[config.mk]
export PLATFORM = sky130hd
export DESIGN_NAME = sram_port_arbiter
export DESIGN_NICKNAME = d
export VERILOG_FILES = /design/src/rtl/sram_port_arbiter.sv
export SDC_FILE = /design/constraint.sdc
export NUM_CORES = 1
export LEC_CHECK = 0
export CAP_MARGIN = 20
export CORE_AREA = 8 8 180 182
export DETAILED_ROUTE_END_ITERATION = 8
export DIE_AREA = 0 0 188 190
export PLACE_DENSITY = 0.56
export SYNTH_ARGS = -nofsm -noshare
export SYNTH_HDL_FRONTEND = slang
export SYNTH_SLANG_ARGS = --single-unit
[constraint.sdc]
create_clock -name clock -period 4.4 [get_ports clock]
set_input_delay 0.66 -clock clock [delete_from_list [all_inputs] [get_ports clock]]
set_output_delay 0.66 -clock clock [all_outputs]
set_load 0.005 [all_outputs]
[src/rtl/sram_port_arbiter.sv]
// sram_port_arbiter
//   Two-port (core A / host B) arbiter in front of eight single-port SRAM
//   bank macros that share address, data and mask lines. Each access takes
//   three cycles: IDLE (accept), ISSUE (drive the macro), COMPLETE (done
//   pulse and read data).
//
//   Default build: fixed priority to A with a starvation counter that
//   forces a grant to B after STARVE_LIMIT consecutive A grants made while B
//   was waiting.
//   Define SRAM_ARB_RR_EN to get round-robin arbitration instead. In that
//   build the starvation counter and STARVE_LIMIT are not used.

module sram_port_arbiter #(
  parameter int unsigned STARVE_LIMIT = 4
) (
  input  logic         clock,
  input  logic         reset,

  input  logic         a_valid,
  output logic         a_ready,
  input  logic         a_we,
  input  logic [11:0]  a_addr,
  input  logic [31:0]  a_wdata,
  input  logic [3:0]   a_wmask,
  output logic         a_done,
  output logic [31:0]  a_rdata,

  input  logic         b_valid,
  output logic         b_ready,
  input  logic         b_we,
  input  logic [11:0]  b_addr,
  input  logic [31:0]  b_wdata,
  input  logic [3:0]   b_wmask,
  output logic         b_done,
  output logic [31:0]  b_rdata,

  output logic [7:0]   ram_csb,
  output logic         ram_web,
  output logic [8:0]   ram_addr,
  output logic [31:0]  ram_wdata,
  output logic [3:0]   ram_wmask,
  input  logic [255:0] ram_rdata
);

  typedef enum logic [1:0] {
    ST_IDLE,
    ST_ISSUE,
    ST_COMPLETE
  } state_t;

  typedef enum logic {
    PORT_A,
    PORT_B
  } port_t;

  state_t       state;
  state_t       state_next;

  port_t        lat_owner;
  logic         lat_we;
  logic [11:0]  lat_addr;
  logic [31:0]  lat_wdata;
  logic [3:0]   lat_wmask;

  logic         grant_a;
  logic         grant_b;
  logic [2:0]   lat_bank;
  logic [31:0]  bank_word;

`ifdef SRAM_ARB_RR_EN
  port_t        rr_ptr;
`else
  localparam logic [3:0] LIMIT = 4'(STARVE_LIMIT);
  logic [3:0]   starve_cnt;
`endif

  assign lat_bank = lat_addr[11:9];

  // Arbitration: only in IDLE and never while reset is held.
  always_comb begin
    grant_a = 1'b0;
    grant_b = 1'b0;
    if (state == ST_IDLE && !reset) begin
      if (a_valid && b_valid) begin
`ifdef SRAM_ARB_RR_EN
        if (rr_ptr == PORT_B) begin
          grant_b = 1'b1;
        end else begin
          grant_a = 1'b1;
        end
`else
        if (starve_cnt == LIMIT) begin
          grant_b = 1'b1;
        end else begin
          grant_a = 1'b1;
        end
`endif
      end else if (a_valid) begin
        grant_a = 1'b1;
      end else if (b_valid) begin
        grant_b = 1'b1;
      end
    end
  end

  assign a_ready = grant_a;
  assign b_ready = grant_b;

  // Next-state sequencing: one access every three cycles.
  always_comb begin
    state_next = state;
    case (state)
      ST_IDLE:     if (grant_a || grant_b) state_next = ST_ISSUE;
      ST_ISSUE:    state_next = ST_COMPLETE;
      ST_COMPLETE: state_next = ST_IDLE;
      default:     state_next = ST_IDLE;
    endcase
  end

  // State register; reset aborts any access in flight.
  always_ff @(posedge clock or posedge reset) begin
    if (reset) begin
      state <= ST_IDLE;
    end else begin
      state <= state_next;
    end
  end

  // Capture the accepted request; these registers also drive the shared
  // macro address/data/mask lines, which hold between accesses.
  always_ff @(posedge clock or posedge reset) begin
    if (reset) begin
      lat_owner <= PORT_A;
      lat_we    <= 1'b0;
      lat_addr  <= '0;
      lat_wdata <= '0;
      lat_wmask <= '0;
    end else if (grant_a) begin
      lat_owner <= PORT_A;
      lat_we    <= a_we;
      lat_addr  <= a_addr;
      lat_wdata <= a_wdata;
      lat_wmask <= a_wmask;
    end else if (grant_b) begin
      lat_owner <= PORT_B;
      lat_we    <= b_we;
      lat_addr  <= b_addr;
      lat_wdata <= b_wdata;
      lat_wmask <= b_wmask;
    end
  end

`ifdef SRAM_ARB_RR_EN
  // Round-robin pointer names the port preferred on the next contention.
  always_ff @(posedge clock or posedge reset) begin
    if (reset) begin
      rr_ptr <= PORT_A;
    end else if (grant_a) begin
      rr_ptr <= PORT_B;
    end else if (grant_b) begin
      rr_ptr <= PORT_A;
    end
  end
`else
  // Starvation counter: counts A grants made while B waits, saturating.
  always_ff @(posedge clock or posedge reset) begin
    if (reset) begin
      starve_cnt <= '0;
    end else if (grant_b) begin
      starve_cnt <= '0;
    end else if (grant_a && b_valid && starve_cnt != LIMIT) begin
      starve_cnt <= starve_cnt + 4'd1;
    end
  end
`endif

  // Macro control: chip select and write enable only during ISSUE.
  always_comb begin
    ram_csb = '1;
    ram_web = 1'b1;
    if (state == ST_ISSUE) begin
      ram_csb = ~(8'd1 << lat_bank);
      ram_web = ~lat_we;
    end
  end

  assign ram_addr  = lat_addr[8:0];
  assign ram_wdata = lat_wdata;
  assign ram_wmask = lat_wmask;

  // Select the read word of the latched bank from the wide macro bus.
  always_comb begin
    bank_word = '0;
    for (int unsigned i = 0; i < 8; i++) begin
      if (lat_bank == 3'(i)) begin
        bank_word = ram_rdata[32*i +: 32];
      end
    end
  end

  // Completion: done pulse to the owner; read data only for reads.
  always_comb begin
    a_done  = 1'b0;
    b_done  = 1'b0;
    a_rdata = '0;
    b_rdata = '0;
    if (state == ST_COMPLETE) begin
      if (lat_owner == PORT_A) begin
        a_done = 1'b1;
        if (!lat_we) a_rdata = bank_word;
      end else begin
        b_done = 1'b1;
        if (!lat_we) b_rdata = bank_word;
      end
    end
  end

endmodule
Word-level counts from Yosys, hierarchy flattened
Index checks and enable logic that the tools add are counted.
{"block": "word_totals", "register_bits": 56, "latch_bits": 0, "ram_bits": 0, "romBits": 0, "inputBits": 358, "output_inout_bits": 122, "word_cells": 75, "mem_count": 0}
{"block": "op_classes", "n_addsub": 1, "mul": 0, "n_div": 0, "magnitude_cmp": 0, "n_eq_ne": 12, "n_shift": 1, "mux": 42, "bitwise": 2, "n_reduce_logical": 10}
{"cell": "$mux 32", "count": 15}
{"cell": "$mux 12", "count": 2}
{"cell": "$mux 1", "count": 18}
{"cell": "$mux 4", "count": 4}
{"cell": "$eq 3x3->1 const B", "count": 4}
{"cell": "$mux 8", "count": 1}
{"cell": "$not 8->8", "count": 1}
{"cell": "$shl 1x3->8 const A", "count": 1}
{"cell": "$eq 3x2->1 const B", "count": 2}
{"cell": "$add 4x1->4 const B", "count": 1}
{"cell": "$eq 4x3->1 const B", "count": 1}
{"cell": "$logic_and 1x1->1", "count": 4}
{"cell": "$ne 4x3->1 const B", "count": 1}
{"cell": "$pmux 2 s2", "count": 1}
{"cell": "$reduce_bool 2->1", "count": 2}
{"cell": "$eq 3x1->1 const B", "count": 1}
{"cell": "$logic_not 3->1", "count": 1}
{"cell": "$eq 2x1->1 const B", "count": 1}
{"cell": "$eq 2x2->1 const B", "count": 1}
{"cell": "$logic_not 2->1", "count": 1}
{"cell": "$mux 2", "count": 1}
{"cell": "$ne 2x1->1 const B", "count": 1}
{"cell": "$logic_not 1->1", "count": 1}
{"cell": "$logic_or 1x1->1", "count": 1}
{"cell": "$not 1->1", "count": 1}

Longest topological paths before layout
Gate-level depths: netlist (run 1).
{"block": "logic_depth", "depth_word": 12, "ltp_mapped": 7, "depth_no_buf": 5}

Worst setup path after synthesis (run 1)
OpenSTA, ideal clock, no wires.
{"block": "synth_timing", "kind": "input-to-output", "start": "in reset", "end": "out b_ready", "arrival_ns": 1.574, "required_ns": 3.740, "path_slack_ns": 2.166, "path_stages": 4, "path_buffers": 2, "cell_sequence": "or4b_1 > buf_6 > buf_6 > a21oi_2"}
{"block": "synth_via", "elab_chain_len": 3}
{"item": "from (decl)", "line": "17", "rtl": "input logic reset,"}
{"item": "$logic_not 1->1 (no line)"}
{"item": "$logic_and 1x1->1", "line": "83", "rtl": "if (state == ST_IDLE && !reset) begin"}
{"item": "$mux 1", "line": "83"}
{"item": "to (decl)", "line": "29", "rtl": "output logic b_ready,"}
Every way passes these cells.

Worst setup path in the final report (run 1)
{"block": "layout_timing", "start": "reg lat_addr[10]", "end": "out a_rdata[10]"}
{"block": "layout_via", "elab_chain_len": 12, "elab_cells_between_ends": 19, "cone_classes": "7 x eq/ne; 11 x mux; 1 x reduce/logical"}
{"item": "from (decl)", "line": "61", "rtl": "logic [11:0] lat_addr;"}
{"item": "from (signal assigned)", "line": "141", "rtl": "lat_addr <= a_addr;"}
{"item": "from (signal assigned)", "line": "147", "rtl": "lat_addr <= b_addr;"}
{"item": "$logic_not 3->1", "line": "195", "rtl": "if (lat_bank == 3'(i)) begin"}
{"item": "$mux 32 (7 in series)", "line": "195"}
{"item": "$mux 32 (*)", "line": "195"}
{"item": "$mux 32 (*)", "line": "210", "rtl": "if (!lat_we) a_rdata = bank_word;"}
{"item": "$mux 32 (*)", "line": "208", "rtl": "if (lat_owner == PORT_A) begin"}
{"item": "$mux 32 (*)", "line": "207", "rtl": "if (state == ST_COMPLETE) begin"}
{"item": "to (decl)", "line": "26", "rtl": "output logic [31:0] a_rdata,"}
Every way passes the cells marked *; elsewhere a longest branch is shown, timed or not.

==> results of run 1 <==
-- metal layers --
layer,vias up,part of all wire [%],wire length [µm]
li1,3284,-,-
met2,331,50,17200
met5,-,0.14,47
met3,32,8.7,3010
met1,3382,40,13900
met4,8,1.6,556
-- power groups by stage --
| stage | Sequential (mW) | Combinational (mW) | Clock, mW |
|---|---|---|---|
| floorplan | 0.732 | 1.10 | 0 |
| global placement | 0.810 | 1.92 | 0 |
| detailed placement | 0.808 | 1.92 | 0 |
| CTS | 0.807 | 1.93 | 0.559 |
| global route | 0.830 | 2.05 | 0.579 |
| finish | 0.806 | 1.91 | 0.547 |
-- cell usage in the layout, fill, tap and decap left out, drive strengths merged --
cell / synthesis / routed
o21ba: 1 / 1
and3b: 1 / 1
or4: 1 / 1
o22ai: 66 / 66
nand4: 2 / 2
clkbuf: 39 / 5
nand2: 6 / 6
or3: 3 / 3
nand3b: 3 / 3
bufinv: 0 / 2
inv: 59 / 60
or2: 1 / 1
clkdlybuf4s50: 0 / 478
nor2: 3 / 3
dfrtp: 56 / 56
o211a: 1 / 1
nand2b: 6 / 6
a31oi: 1 / 1
or4b: 1 / 1
a211oi: 49 / 49
ha: 2 / 2
o21ai: 3 / 3
mux2: 128 / 128
nor3: 1 / 1
buf: 43 / 12
nor4: 64 / 64
nor3b: 32 / 32
a21oi: 2 / 2
diode: 0 / 6
a221o: 49 / 49
nand3: 2 / 2
-- sequential cells by signal, summed over array words and instances, names as in the netlist --
name / count
lat_we: 1
lat_owner: 1
ram_wdata: 32
state: 2
starve_cnt: 4
ram_wmask: 4
lat_addr: 12
-- layout make-up --
type | count | share of cell area [%]
timing repair buffer | 490 | 44.3
multi-input combinational | 428 | 34.7
sequential | 56 | 12.7
tap | 390 | 4.39
inverter | 59 | 1.99
clock buffer | 5 | 1.13
clock inverter | 3 | 0.620
antenna | 6 | 0.135
-- critical path, cell delays in order (launching register included) --
cell             delay, ps
dfrtp_4                980
buf_12                 330
mux2_2                 200
o22ai_1                 90
nor4_1                 480
clkdlybuf4s50_1        600
-- cell families (layout without fill, tap and decap cells) --
| family | count (synthesis) | count (layout) | synth area share [%] |
|---|---|---|---|
| adder cells (fa/ha/maj) | 2 | 2 | 0.422 |
| multiplexers | 128 | 128 | 24.3 |
| AND/OR/NAND/NOR | 126 | 126 | 13.7 |
| AO/OA/AOI/OAI | 172 | 172 | 26.2 |
| flip-flops | 56 | 56 | 23.6 |
| buffers and inverters | 141 | 557 | 11.7 |
| other | 0 | 6 | 0 |
-- how the worst min path moves through the flow --
stage,from,end,slack [ps],cells after the start
5_1_grt,ram_wdata[21],ram_wdata[21],540,1
3_3_place_gp,ram_wdata[18],ram_wdata[18],500,1
4_1_cts,ram_wdata[1],ram_wdata[1],520,1
3_5_place_dp,ram_wdata[10],ram_wdata[10],500,1
2_1_floorplan,lat_addr[8],lat_addr[8],480,1
6_report,ram_wdata[1],ram_wdata[1],520,1
==> impl_metrics.py, run 1 <==
metrics = {
    "setup_path": {
        "crit_path_max_fanout": 63,
        "reg2reg_depth": 6,
        "crit_path_end_kind": "output pin",
        "start_kind": "flip-flop",
        "reg2reg_from": "starve_cnt[0]",
        "regToRegEndpoint": "ram_wdata[17]",
        "critPathArrivalTime_ps": 3030,
        "cp-startpoint": "lat_addr[10]",
        "crit_end": "a_rdata[10]",
        "crit_type": "flip-flop to output pin",
        "rrSetupSlack_ps": 2140,
        "cp.required_ps": 3740,
    },
    "grt": {
        "grt_pass1_vias": 7500,
        "use_met1_pct": 20.9,
        "grt_use_met3_pct": 6.19,
        "grt_antenna_before_repair": 9,
        "grt_pass1_wl_mm": 49.9,
        "grt.overflow.total": 0,
        "grt-busiest-layer": "met2",
        "grt_max_degree": 64,
        "grt_use_met2_pct": 31.7,
        "gr-usage-all-layers_pct": 18.1,
    },
    "floorplan": {
        "die_x_um": 188,
        "die_height_um": 190,
        "io_pins": 480,
        "start_util_pct": 20.2,
        "rows": 63,
        "die-area_um2": 35700,
        "core-area_um2": 29400,
    },
    "sta": {
        "drv_slew": 0,
        "tightest_slew_ps": 975,
        "setup_ws_ps": 715,
        "hold_ws_ps": 518,
        "fin_worst_skew_ps": 9.21,
        "final.setup.tns_ps": 0,
        "max_slew_margin_pct": 35.0,
        "rsz0062_at_grt": "false",
        "min_period_over_period_pct": 83.8,
        "setup-violations-final": 0,
        "max_freq_ghz": 0.271,
        "hold_violations": 0,
        "period_minus_slack_ps": 3690,
    },
    "yosys": {
        "syn_inst": 625,
        "avgSynthCellArea_um2": 9.49,
        "async_flop_share_pct": 100,
        "synth_seq_cells": 56,
        "synth_area_leaders": "mux2_2 (24%), dfrtp_1 (24%), a211oi_2 (9.5%)",
        "synthFlopType": "dfrtp_1",
        "synth_edf_count": 0,
        "synth_top_cell_area_share_pct": 24.3,
        "yosysMostFrequentCell": "mux2_2",
        "seq_area_frac_synth_pct": 23.6,
        "yosys.cell_types.count": 37,
        "synth.top_cells.by_count": "mux2_2 (128), o22ai_1 (66), nor4_1 (64), inv_1 (59), dfrtp_1 (56)",
        "yosys.area.top_type": "mux2_2",
        "ys.warnings.count": 0,
        "syn_nets": 985,
        "syn_area_um2": 5930,
    },
    "pwr": {
        "seq_power_share_pct": 24.7,
        "swShare_pct": 36.4,
        "ir_drop_v": 0.000176,
        "intPower_mw": 2.07,
        "pwr-share-clk_pct": 16.8,
        "combPwrFrac_pct": 58.5,
        "p_leak_nw": 3.98,
        "netSwitchingPower_mw": 1.19,
        "p_total_mw": 3.26,
        "p_per_area_nw_per_um2": 294,
    },
    "min_path": {
        "hp-class": "flip-flop to flip-flop",
    },
    "final_layout": {
        "regArea_um2": 1410,
        "finish.instance_area_um2": 11100,
        "multi_input_area_um2": 3860,
        "nets": 1400,
        "drive_gt1_share_pct": 19.9,
        "fin_cells": 1437,
        "utilization_pct": 37.8,
        "areaGrowthSynthToFinish_pct": 87.2,
        "fillCellCount": 2935,
    },
    "place": {
        "pre_cts_ws_ps": 915,
        "dp_cells": 1423,
        "place_congestion": 0.800,
        "dpl.hpwl_mm": 27.5,
        "placed_area_um2": 10900,
        "io_buffers": 479,
    },
    "cts": {
        "cts_tree": "done",
        "clkSlewWorstSetupHoldPaths_ps": 80,
        "hold_buffers": 0,
        "cts_setup_buffers": 0,
        "clk_path_buf_depth": 2,
        "htreeDepth": 2,
        "clock_latency_ps": 300,
        "cts_sinks": 56,
        "ctsResizeCount": 0,
        "cts_buffers": 5,
        "clock-root-buffer": "clkbuf_16",
    },
    "outcome": {
        "status": "finished, final reports clean",
    },
    "job": {
        "cap_violations": 0,
    },
    "drt": {
        "num_vias": 7037,
        "viasPerCell": 4.90,
        "drc": 0,
        "drtPass1Iterations": 4,
        "wire_per_inst_um": 24.1,
        "drtIter0Drc": 221,
        "routed_wl_mm": 34.7,
        "ant_nets": 0,
    },
}
Power figures use the tool's default switching activity.
==> inputs of run 2 (changes only) <==
--- a/config.mk
+++ b/config.mk
@@ -9,7 +9,7 @@
 export CORE_AREA = 8 8 180 182
 export DETAILED_ROUTE_END_ITERATION = 8
 export DIE_AREA = 0 0 188 190
-export PLACE_DENSITY = 0.56
+export PLACE_DENSITY = 0.58
 export SYNTH_ARGS = -nofsm -noshare
 export SYNTH_HDL_FRONTEND = slang
 export SYNTH_SLANG_ARGS = --single-unit
==> constraint.sdc (replaced) <==
create_clock -name clock -period 3 [get_ports clock]
set_input_delay 0.45 -clock clock [delete_from_list [all_inputs] [get_ports clock]]
set_output_delay 0.45 -clock clock [all_outputs]
set_load 0.005 [all_outputs]
==> run 2 against run 1 <==
Global-route usage grew 0.11 points. Power grew 49%. Sequential share of layout area shrank 0.30 points. Register-to-register slack lost 1400 ps. Clock-buffer cell count grew 1. Via count grew 2.1%. Cell area grew 2.5%. Sequential power grew 39%. Hold slack lost 6.1 ps. Clock power grew 28%. Routed wire length grew 1.1%. Critical endpoint is now a_rdata[15]. Largest cell class unchanged.
==> impl_metrics.py, run 2 (synthesized netlist as in run 1, its figures left out) <==
metrics = {
    "setup_path": {
        "crit_path_max_fanout": 64,
        "crit_type": "flip-flop to output pin",
        "critPathArrivalTime_ps": 2450,
        "crit_chain": "buf_16, mux2_2, o22ai_1, nor4_2, clkdlybuf4s50_1",
        "crit_path_end_kind": "output pin",
        "reg2reg_depth": 7,
        "worst_path_max_delay_cell": "dfrtp_4",
        "cp.required_ps": 2550,
        "critical_path.max_stage_delay_ps": 540,
        "start_kind": "flip-flop",
    },
    "cts": {
        "clock-root-buffer": "clkbuf_16",
        "cts_buffers": 5,
        "clock_latency_ps": 300,
        "clkSlewWorstSetupHoldPaths_ps": 80,
        "cts_sinks": 56,
        "cts_tree": "done",
        "cts_setup_buffers": 0,
        "htreeDepth": 2,
        "clk_path_buf_depth": 2,
        "ctsResizeCount": 0,
        "hold_buffers": 0,
    },
    "final_layout": {
        "final_common_cell": "clkdlybuf4s50_1",
        "finish.instance_area_um2": 11400,
        "final_cell_mix": "clkdlybuf4s50_1 (476), mux2_2 (128), o22ai_1 (65)",
        "nets": 1418,
        "fin_cells": 1458,
        "areaGrowthSynthToFinish_pct": 91.9,
        "drive_gt1_share_pct": 22.6,
        "largest_reg_flops": 32,
        "fillCellCount": 2939,
    },
    "sta": {
        "fin_worst_skew_ps": 9.60,
        "hold_violations": 0,
        "hold_ws_ps": 512,
        "period_minus_slack_ps": 2900,
        "drv_slew": 0,
        "rsz0062_at_grt": "true",
        "setup-violations-final": 0,
        "tightest_slew_ps": 901,
        "min_period_over_period_pct": 96.7,
        "max_slew_margin_pct": 39.9,
        "max_freq_ghz": 0.345,
    },
    "outcome": {
        "status": "finished, final reports clean",
    },
    "place": {
        "dpl.hpwl_mm": 27.7,
        "io_buffers": 479,
        "place_congestion": 0.851,
        "placed_area_um2": 11100,
        "dp_cells": 1440,
    },
    "pwr": {
        "ir_drop_v": 0.000268,
        "p_leak_nw": 4.12,
        "pwr-share-clk_pct": 14.4,
        "swShare_pct": 36.8,
        "seq_power_share_pct": 23.1,
        "intPower_mw": 3.07,
        "p_per_area_nw_per_um2": 426,
        "netSwitchingPower_mw": 1.79,
        "combPwrFrac_pct": 62.5,
    },
    "grt": {
        "grt_use_met2_pct": 31.3,
        "grt_antenna_before_repair": 12,
        "use_met1_pct": 21.7,
        "grt.overflow.total": 0,
        "grt_max_degree": 65,
        "gr-usage-all-layers_pct": 18.2,
        "grt_use_met3_pct": 5.35,
        "grt-busiest-layer": "met2",
        "grt_pass1_wl_mm": 50.4,
        "grt_pass1_vias": 7702,
    },
    "drt": {
        "ant_nets": 0,
        "drtIter0Drc": 299,
        "num_vias": 7188,
        "routed_wl_mm": 35.0,
        "wire_per_inst_um": 24.0,
        "viasPerCell": 4.93,
        "drc": 0,
        "drtPass1Iterations": 4,
    },
    "floorplan": {
        "rows": 63,
        "io_pins": 480,
        "start_util_pct": 20.2,
        "die_x_um": 188,
        "core-area_um2": 29400,
        "die_height_um": 190,
        "die-area_um2": 35700,
    },
    "min_path": {
        "hold_path_depth": 1,
        "hp-class": "flip-flop to flip-flop",
    },
    "job": {
        "cap_violations": 0,
    },
}
## run 2: cell types whose count changed in the layout (fill, tap and decap cells not counted), moves of 3 or more
cell     before  now
buf_4         7   20
nor4_2        0   13
diode_2       6    9
nor4_1       64   51
## run 2: worst max-delay path: cells and delay by family, from the launching register on
kind                   cells  cell delay, ps
multiplexers               1             380
AO/OA/AOI/OAI              1             310
flip-flops                 1             540
buffers and inverters      2             750
AND/OR/NAND/NOR            1             100
## run 2: path summary, 6_finish.rpt
kind,startpoint,end,slack [ps]
setup reg to reg,starve_cnt[0],lat_owner,790
setup / recovery,lat_addr[10],a_rdata[15],100
hold reg to reg,lat_addr[4],lat_addr[4],510
max in group asynchronous,reset,lat_addr[9],1760
min in group asynchronous,reset,ram_wdata[12],630
hold / removal,lat_addr[4],lat_addr[4],510
## run 2: power groups by stage
stage / logic (mW) / registers [mW] / clock network, mW
after global routing: 3.25 / 1.15 / 0.756
after detailed placement: 2.97 / 1.12 / 0
final: 3.03 / 1.12 / 0.698
after CTS: 2.97 / 1.12 / 0.736
after floorplan: 1.61 / 1.07 / 0
after global placement: 2.95 / 1.12 / 0
## run 2: area by class of cell
cell class	instances	area, µm²	share of cell area [%]
Inverter	59	221	1.95
Timing Repair Buffer	508	5130	45.0
Multi-Input combinational cell	428	3950	34.7
Clock inverter	2	38.8	0.341
Clock buffer	6	129	1.13
Sequential cell	56	1410	12.4
Tap cell	390	488	4.29
Antenna cell	9	22.5	0.198
## run 2: metal layers
layer / vias to the layer above / part of all wire (%)
met5: - / 0.18
met4: 10 / 2.0
met3: 46 / 8.0
met2: 359 / 49
met1: 3448 / 40
li1: 3325 / -
## run 2: through the flow
step                TNS [ps]  setup WS (ps)  utilization (%)  power (mW)
floorplan                  0           1070                -        2.69
finish                     0           97.6             38.7        4.85
global placement           0            311             37.6        4.08
CTS                        0           11.1             38.2        4.83
detailed placement         0            347             37.6        4.09
global route           -11.4          -11.4             38.7        5.16
==> inputs of run 3 (changes only) <==
--- a/config.mk
+++ b/config.mk
@@ -9,7 +9,9 @@
 export CORE_AREA = 8 8 180 182
 export DETAILED_ROUTE_END_ITERATION = 8
 export DIE_AREA = 0 0 188 190
-export PLACE_DENSITY = 0.58
+export PLACE_DENSITY = 0.56
+export SKIP_LAST_GASP = 1
 export SYNTH_ARGS = -nofsm -noshare
 export SYNTH_HDL_FRONTEND = slang
 export SYNTH_SLANG_ARGS = --single-unit
+export TNS_END_PERCENT = 1
==> constraint.sdc (replaced) <==
create_clock -name clock -period 3.4 [get_ports clock]
set_input_delay 0.51 -clock clock [delete_from_list [all_inputs] [get_ports clock]]
set_output_delay 0.51 -clock clock [all_outputs]
set_load 0.005 [all_outputs]
==> run 3 against run 2 <==
Power down 15%. Largest cell class unchanged. Clock skew about the same. Non-clock buffer count down 2. Highest routed layer unchanged. Worst setup slack better by 23 ps. First-iteration DRC count down 21%. Via count down 1.4%. Sequential power down 11%. Clock-buffer cell count down 1. Cell area down 1.8%. Combinational power down 15%.
==> impl_metrics.py, run 3 (synthesized netlist as in run 1, its figures left out) <==
metrics = {
    "outcome": {
        "status": "finished, final reports clean",
    },
    "setup_path": {
        "cp_num_buf_inv": 2,
        "crit_path_end_kind": "output pin",
        "crit_chain": "nand2b_2, buf_4, o22ai_1, nor4_1, clkdlybuf4s50_1",
        "start_kind": "flip-flop",
        "cp.required_ps": 2890,
        "critPathArrivalTime_ps": 2770,
        "crit_type": "flip-flop to output pin",
        "crit_family": "buffers and inverters",
        "critical_path.max_stage_delay_ps": 620,
        "crit_path_max_fanout": 18,
        "worst_path_max_delay_cell": "clkdlybuf4s50_1",
    },
    "final_layout": {
        "nets": 1416,
        "areaGrowthSynthToFinish_pct": 88.4,
        "largest_reg_flops": 32,
        "drive_gt1_share_pct": 21.1,
        "final_cell_mix": "clkdlybuf4s50_1 (478), mux2_2 (128), o22ai_1 (66)",
        "final_common_cell": "clkdlybuf4s50_1",
    },
    "pwr": {
        "p_per_area_nw_per_um2": 371,
        "ir_drop_v": 0.000279,
        "p_leak_nw": 4.04,
        "p_total_mw": 4.15,
    },
    "cts": {
        "clock_latency_ps": 310,
        "clk_path_buf_depth": 2,
        "htreeDepth": 2,
        "clock-root-buffer": "clkbuf_16",
        "cts_buffers": 5,
        "hold_buffers": 0,
        "cts_sinks": 56,
        "clkSlewWorstSetupHoldPaths_ps": 80,
        "cts_tree": "done",
    },
    "floorplan": {
        "rows": 63,
        "die_x_um": 188,
        "start_util_pct": 20.2,
        "core-area_um2": 29400,
        "die-area_um2": 35700,
        "die_height_um": 190,
        "io_pins": 480,
    },
    "drt": {
        "ant_nets": 0,
        "viasPerCell": 4.88,
        "drc": 0,
        "drtPass1Iterations": 4,
        "routed_wl_mm": 34.7,
        "wire_per_inst_um": 23.9,
        "drtIter0Drc": 236,
        "num_vias": 7084,
    },
    "sta": {
        "fin_worst_skew_ps": 10.1,
        "hold_violations": 0,
        "max_slew_margin_pct": 40.1,
        "period_minus_slack_ps": 3280,
        "setup-violations-final": 0,
        "tightest_slew_ps": 899,
        "min_period_over_period_pct": 96.5,
        "rsz0062_at_grt": "true",
        "drv_slew": 0,
        "setup_ws_ps": 120,
        "max_freq_ghz": 0.305,
    },
    "place": {
        "pre_cts_ws_ps": 199,
        "io_buffers": 479,
        "place_congestion": 0.852,
        "dpl.hpwl_mm": 28.0,
    },
    "grt": {
        "gr-usage-all-layers_pct": 18.2,
        "grt_pass1_wl_mm": 50.3,
        "grt_max_degree": 54,
        "grt_pass1_vias": 7589,
        "grt_antenna_before_repair": 7,
        "grt.overflow.total": 0,
    },
    "job": {
        "cap_violations": 0,
    },
    "min_path": {
        "hp-class": "flip-flop to flip-flop",
    },
}
==> run 3: changes by cell type in the layout (fill, tap and decap cells not counted), sizes merged <==
cell	delta
diode	-3
clkbuf	-2
clkdlybuf4s50	+2
dlymetal6s2s	-2
inv	+2
buf	-1
bufinv	-1
==> run 3: path summary, 6_finish.rpt <==
path / start / to / slack (ps) / cells after the start
worst max register to register: starve_cnt[0] / lat_addr[2] / 990 / 6
worst max-delay path: lat_addr[9] / a_rdata[7] / 120 / 5
max in group asynchronous: reset / lat_addr[10] / 1980 / 3
worst min-delay path: lat_addr[1] / lat_addr[1] / 520 / 1
min in group asynchronous: reset / ram_wdata[3] / 730 / 2
worst min register to register: lat_addr[1] / lat_addr[1] / 520 / 1
==> run 3: layout make-up <==
cell class	instances	area [µm²]
inverter	59	221
clock inverter	3	28.8
tap	390	488
sequential	56	1410
timing repair buffer	506	5030
antenna	6	15.0
multi-input combinational	428	3860
fill	2964	18200
clock buffer	5	125
==> run 3: repair_timing <==
action / 4_1_cts / 5_1_grt
resized for setup: 1 / 0
buffers inserted: 0 / 1
setup endpoints to repair: 1 / 4
==> run 3: worst register-to-register path: cells and delay by family, from the launching register on <==
kind / cells / cell delay (ps)
flip-flops: 1 / 430
adder cells (fa/ha/maj): 1 / 130
AND/OR/NAND/NOR: 1 / 480
buffers and inverters: 2 / 390
AO/OA/AOI/OAI: 2 / 850
==> run 3: routing by layer <==
layer | GRT usage, % | share of wire [%]
met1 | 21.2 | 39
met2 | 31.9 | 50
met3 | 5.99 | 9.4
met4 | 4.36 | 1.6
met5 | 0 | 0.063
==> run 3: power breakdown <==
| part | internal, mW | switching [mW] | total, mW |
|---|---|---|---|
| clock | 0.286 | 0.285 | 0.570 |
| combinational | 1.46 | 1.12 | 2.59 |
| sequential | 0.839 | 0.153 | 0.992 |
==> run 3: through the flow <==
step           instances  util (%)  setup TNS [ps]  hold WS [ps]  cell area [µm²]
6_report            1453      38.0               0           517            11200
3_5_place_dp        1438      37.4               0           502            11000
4_1_cts             1446      37.9               0           523            11200
5_1_grt             1452      38.0           -19.3           530            11200
3_3_place_gp        1438      37.4               0           496            11000
2_1_floorplan        625         -               0           481             5930
